==> config.mk <==
export PLATFORM = sky130hd
export DESIGN_NAME = elevator_scheduler
export DESIGN_NICKNAME = d
export VERILOG_FILES = /design/src/rtl/elevator_scheduler.sv
export SDC_FILE = /design/constraint.sdc
export NUM_CORES = 1
export LEC_CHECK = 0
export CAP_MARGIN = 20
export CORE_MARGIN = 5
export CORE_UTILIZATION = 38
export DETAILED_ROUTE_END_ITERATION = 16
export HOLD_SLACK_MARGIN = 0.12
export MAX_ROUTING_LAYER = met4
export PLACE_DENSITY = 0.56
export SYNTH_ARGS = -nofsm -noshare
export SYNTH_HDL_FRONTEND = slang
export SYNTH_SLANG_ARGS = --single-unit
==> constraint.sdc <==
create_clock -name clk -period 4.2 [get_ports clk]
set_input_delay 0.63 -clock clk [delete_from_list [all_inputs] [get_ports clk]]
set_output_delay 0.63 -clock clk [all_outputs]
set_load 0.02 [all_outputs]
==> src/rtl/elevator_scheduler.sv <==
// Single-car elevator sequencer: latches floor calls, picks direction by collective (SCAN)
// scheduling, and times floor-to-floor travel and door dwell.
module elevator_scheduler #(
  parameter int unsigned N_FLOORS      = 4,
  parameter int unsigned FLOOR_W       = 2,
  parameter int unsigned TRAVEL_CYCLES = 50000000,
  parameter int unsigned DOOR_CYCLES   = 100000000
) (
  input  logic                clk,
  input  logic                rst_n,
  input  logic [N_FLOORS-1:0] call_req,
  output logic [FLOOR_W-1:0]  cur_floor,
  output logic                dir_up,
  output logic                moving,
  output logic                door_open,
  output logic [N_FLOORS-1:0] pending
);

  localparam int unsigned MaxCycles = (TRAVEL_CYCLES > DOOR_CYCLES) ? TRAVEL_CYCLES : DOOR_CYCLES;
  localparam int unsigned TimerW    = $clog2(MaxCycles + 1);
  localparam logic [TimerW-1:0] TravelLast = TimerW'(TRAVEL_CYCLES - 1);
  localparam logic [TimerW-1:0] DoorLast   = TimerW'(DOOR_CYCLES - 1);

  localparam logic [1:0] StIdle     = 2'd0;
  localparam logic [1:0] StMoveUp   = 2'd1;
  localparam logic [1:0] StMoveDown = 2'd2;
  localparam logic [1:0] StDoor     = 2'd3;

  logic [1:0]          state_q, state_d;
  logic [FLOOR_W-1:0]  floor_q, floor_d, floor_nxt;
  logic                dir_q, dir_d;
  logic [TimerW-1:0]   timer_q, timer_d;
  logic [N_FLOORS-1:0] pend_q, pend_d, req_any, clear_mask;
  logic                moving_q, door_q;
  logic                above, below, here, door_call, arrive_hit;

  assign req_any   = pend_q | call_req;
  assign floor_nxt = (state_q == StMoveUp) ? floor_q + FLOOR_W'(1) : floor_q - FLOOR_W'(1);

  // Floor-relative views of the request set; loops keep indexing in range for any N_FLOORS.
  always_comb begin
    above      = 1'b0;
    below      = 1'b0;
    here       = 1'b0;
    door_call  = 1'b0;
    arrive_hit = 1'b0;
    for (int i = 0; i < int'(N_FLOORS); i++) begin
      if (i > int'(floor_q)) begin
        above = above | pend_q[i];
      end else if (i < int'(floor_q)) begin
        below = below | pend_q[i];
      end else begin
        here      = pend_q[i];
        door_call = call_req[i];
      end
      if (i == int'(floor_nxt)) arrive_hit = req_any[i];
    end
  end

  always_comb begin
    state_d = state_q;
    floor_d = floor_q;
    dir_d   = dir_q;
    timer_d = timer_q;
    case (state_q)
      StIdle: begin
        timer_d = '0;
        if (here) begin
          state_d = StDoor;
        end else if (dir_q && above) begin
          state_d = StMoveUp;
        end else if (!dir_q && below) begin
          state_d = StMoveDown;
        end else if (above) begin
          state_d = StMoveUp;
          dir_d   = 1'b1;
        end else if (below) begin
          state_d = StMoveDown;
          dir_d   = 1'b0;
        end
      end
      StMoveUp, StMoveDown: begin
        if (timer_q == TravelLast) begin
          floor_d = floor_nxt;
          timer_d = '0;
          if (arrive_hit) state_d = StDoor;
        end else begin
          timer_d = timer_q + TimerW'(1);
        end
      end
      StDoor: begin
        if (door_call) begin
          timer_d = '0;
        end else if (timer_q == DoorLast) begin
          state_d = StIdle;
          timer_d = '0;
        end else begin
          timer_d = timer_q + TimerW'(1);
        end
      end
      default: state_d = StIdle;
    endcase
  end

  // Serviced floor is cleared on door entry and held clear while open; clear beats set.
  always_comb begin
    clear_mask = '0;
    if (state_q == StDoor || state_d == StDoor) begin
      for (int i = 0; i < int'(N_FLOORS); i++) begin
        if (i == int'(floor_d)) clear_mask[i] = 1'b1;
      end
    end
    pend_d = req_any & ~clear_mask;
  end

  always_ff @(posedge clk) begin
    if (!rst_n) begin
      state_q  <= StIdle;
      floor_q  <= '0;
      dir_q    <= 1'b1;
      timer_q  <= '0;
      pend_q   <= '0;
      moving_q <= 1'b0;
      door_q   <= 1'b0;
    end else begin
      state_q  <= state_d;
      floor_q  <= floor_d;
      dir_q    <= dir_d;
      timer_q  <= timer_d;
      pend_q   <= pend_d;
      moving_q <= (state_d == StMoveUp) || (state_d == StMoveDown);
      door_q   <= (state_d == StDoor);
    end
  end

  assign cur_floor = floor_q;
  assign dir_up    = dir_q;
  assign moving    = moving_q;
  assign door_open = door_q;
  assign pending   = pend_q;

endmodule

==> impl_metrics.py <==
metrics = {
    "route": {
        "vias_per_cell": 5.53,
        "routed_wl_um": 5040,
        "vias": 1864,
        "drc": 0,
        "antenna_left": 0,
        "dr.pass1.iters": 4,
        "drt-wirelength-per-cell_um": 15.0,
        "drtIter0Drc": 97,
    },
    "synthesis": {
        "synth_top_family_by_area": "simple AND/OR/NAND/NOR gates",
        "synth_nets": 268,
        "ys_ff_latch": 38,
        "syn_area_mm2": 0.00222,
        "yosysWarningCount": 0,
        "ys.flop_type": "dfxtp_1",
        "synthCells": 251,
        "yosys.area_share.simple": 0.296,
        "synth_mux_area_frac": 0.0203,
        "synth_compound_area_frac": 0.138,
        "synth_cell_types": 53,
        "synth_top_area_frac": 0.343,
        "ys_seq_area_frac": 0.343,
        "ys_async_sr_fraction": 0,
        "synth_fa_ha_area_frac": 0.0620,
        "synth_area_leaders": "dfxtp_1 (34%), xnor2_1 (8.7%), nor3_1 (7.2%)",
        "synth_xor_xnor_area_share": 0.106,
        "yosysTopAreaCell": "dfxtp_1",
        "syn_area_per_cell_um2": 8.85,
        "synth_edf_count": 0,
    },
    "critical_path": {
        "crit_path_start_kind": "register",
        "critPathBufInv": 1,
        "path_class": "register to register",
        "cpMaxStageDelayCell": "dfxtp_1",
        "critPathMaxStageDelay_ns": 0.51,
        "cp.arrival_ns": 3.27,
        "crit_path_end_kind": "register",
        "path_cells": "inv_1, ha_1, o21bai_1, a21oi_1, o31ai_1, a31oi_1, o211a_1, ha_1, or2_2, a21oi_1",
        "cp.required_ns": 4.42,
        "cp_max_fo": 9,
        "crit_family": "compound AO/OA/AOI/OAI gates",
    },
    "clock_tree": {
        "cts_tree": "built",
        "cts_setup_buffers": 0,
        "numCtsBuffers": 5,
        "clock_latency_ns": 0.29,
        "cts_root_buf": "clkbuf_8",
        "clockBufferDepth": 2,
        "htreeDepth": 2,
        "post_cts_resized": 0,
        "clock_sinks": 38,
        "cts_hold_buf": 0,
        "path_clk_slew_ns": 0.07,
    },
    "floorplanning": {
        "die_x_um": 86.5,
        "row_count": 27,
        "coreArea_mm2": 0.00561,
        "ioPinCount": 15,
        "fp.dieH_um": 86.5,
        "start_util": 0.396,
        "dieArea_mm2": 0.00747,
    },
    "power_and_ir_drop": {
        "p_int_mw": 0.718,
        "power.share.switching": 0.361,
        "comb_power_share": 0.367,
        "ir_worst_vdd_uv": 223,
        "p_leak_nw": 0.786,
        "clkPwrFrac": 0.273,
        "power_switching_mw": 0.406,
        "seqPwrFrac": 0.360,
        "powerDensity_mw_per_mm2": 447,
    },
    "sta": {
        "finClkSkew_ns": 0.00287,
        "slew_viol_final": 0,
        "worstMarginPinSlew_ns": 0.767,
        "fin_crit_ns": 3.05,
        "hold_violations": 0,
        "setup_viol": 0,
        "setup_tns_ns": 0,
        "rsz0062_at_grt": "no",
        "max-slew-margin-rel": 0.488,
        "fmax_mhz": 328,
        "post-route-period-util": 0.727,
    },
    "global_routing": {
        "grt_pass1_wl_um": 8960,
        "grt_pass1_vias": 1826,
        "antenna_found_initial": 0,
        "grt_start_max_net_pins": 27,
        "grt_usage": 0.151,
        "grt_overflow_total": 0,
    },
    "cells_and_area": {
        "nNetsFinal": 281,
        "antennaDiodeCount": 0,
        "regArea_um2": 761,
        "multi_input_area_mm2": 0.00138,
        "drive_gt1_frac": 0.0642,
        "stdcell_count": 337,
        "syn2layout_area_growth_pct": 13.2,
        "fill_cells": 588,
    },
    "status": {
        "status": "completed",
    },
    "flow_run": {
        "maxCapViolations": 0,
    },
    "place": {
        "dp_hpwl_um": 3660,
        "io_buffer_count": 14,
        "routabilityCongestion": 0.948,
        "placedCellCount": 329,
    },
    "hold_path": {
        "hold_path_class": "register to register",
    },
}
-- state kept, by name (all words and copies together), names as in the netlist --
name       cells
cur_floor      2
dir_up         1
door_open      1
moving         1
pending        4
state_q        2
timer_q       27
-- kinds of logic (layout without fill, tap and decap cells) --
family	after synthesis	in the layout
AND/OR/NAND/NOR	116	116
AO/OA/AOI/OAI	40	40
flip-flops	38	38
XOR/XNOR	27	27
buffers and inverters	16	30
adder cells (fa/ha/maj)	11	11
multiplexers	3	3
-- area by class of cell --
cell class / instances / share of cell area
well taps: 72 / 0.0358
clock inverters: 1 / 0.0119
multi-input cells: 197 / 0.550
clock buffers: 7 / 0.0303
flip-flops and latches: 38 / 0.302
inverters: 7 / 0.0104
repair buffers: 15 / 0.0587
-- cells in the final DEF (no fill, tap or decap), types with 5 or more instances in the layout --
master and count:
nand4_1 9, clkdlybuf4s50_1 14, xnor2_1 22, nor3_1 32, ha_1 11, nand3_1 8
nor2_1 9, nand2_1 13, nand2b_1 6, nor4_1 10, a21oi_1 7, o21ai_0 6
inv_1 6, clkbuf_8 5, dfxtp_1 38, and2_1 5, xor2_1 5
-- path summary, 6_finish.rpt --
check / startpoint / endpoint / slack [ns] / depth (start not counted)
setup reg to reg: cur_floor[0]$_SDFF_PN0_ / pending[1]$_SDFF_PN0_ / 1.15 / 10
hold reg to reg: timer_q[0]$_SDFF_PN0_ / timer_q[0]$_SDFF_PN0_ / 0.46 / 1
setup / recovery: cur_floor[0]$_SDFF_PN0_ / pending[1]$_SDFF_PN0_ / 1.15 / 10
hold / removal: timer_q[0]$_SDFF_PN0_ / timer_q[0]$_SDFF_PN0_ / 0.46 / 1
-- routing by layer --
metal / wire length (um) / vias up / share of wire / GRT usage
met5: 0 / - / 0 / -
met4: 46 / 0 / 0.0091 / 0.0482
met3: 160 / 6 / 0.032 / 0.0314
met2: 2130 / 26 / 0.42 / 0.215
met1: 2710 / 874 / 0.54 / 0.213
li1: - / 958 / - / -
-- metrics by stage --
step	setup slack, ns	instance area [um2]	util	power, mW	hold WS [ns]
after global routing	0.928	2510	0.448	1.20	0.496
after detailed placement	1.19	2410	0.429	0.828	0.442
after floorplan	1.35	2220	-	0.743	0.422
final	1.15	2510	0.448	1.12	0.461
after CTS	1.15	2510	0.448	1.14	0.456
after global placement	1.28	2410	0.429	0.828	0.445
-- power by group through the flow --
stage	Combinational, mW	Clock (mW)	Sequential [mW]
floorplan	0.317	0	0.425
global placement	0.415	0	0.414
detailed placement	0.415	0	0.413
CTS	0.417	0.319	0.405
global route	0.456	0.336	0.409
finish	0.412	0.306	0.405
-- cells in the mapped netlist (2+ instances only) --
| master | instances |
|---|---|
| or3_1 | 3 |
| mux2_2 | 2 |
| a21oi_1 | 7 |
| dfxtp_1 | 38 |
| buf_6 | 2 |
| xor2_1 | 5 |
| nand2_1 | 13 |
| and4_1 | 3 |
| nor4bb_1 | 2 |
| nor4_1 | 10 |
| nand2b_1 | 6 |
| nand4_1 | 9 |
| o2111a_1 | 2 |
| o31ai_1 | 3 |
| ha_1 | 11 |
| nand3_1 | 8 |
| o211a_1 | 3 |
| nor3_1 | 32 |
| xnor2_1 | 22 |
| and2_1 | 5 |
| or2_2 | 3 |
| o211ai_1 | 3 |
| nor2_1 | 9 |
| nor2b_1 | 2 |
| inv_1 | 6 |
| clkbuf_1 | 5 |
| a31oi_1 | 2 |
| o21ai_0 | 6 |
| and3_1 | 3 |
| o21a_1 | 2 |
| o31a_1 | 2 |
Note: power is estimated with default switching activity, not from simulation.
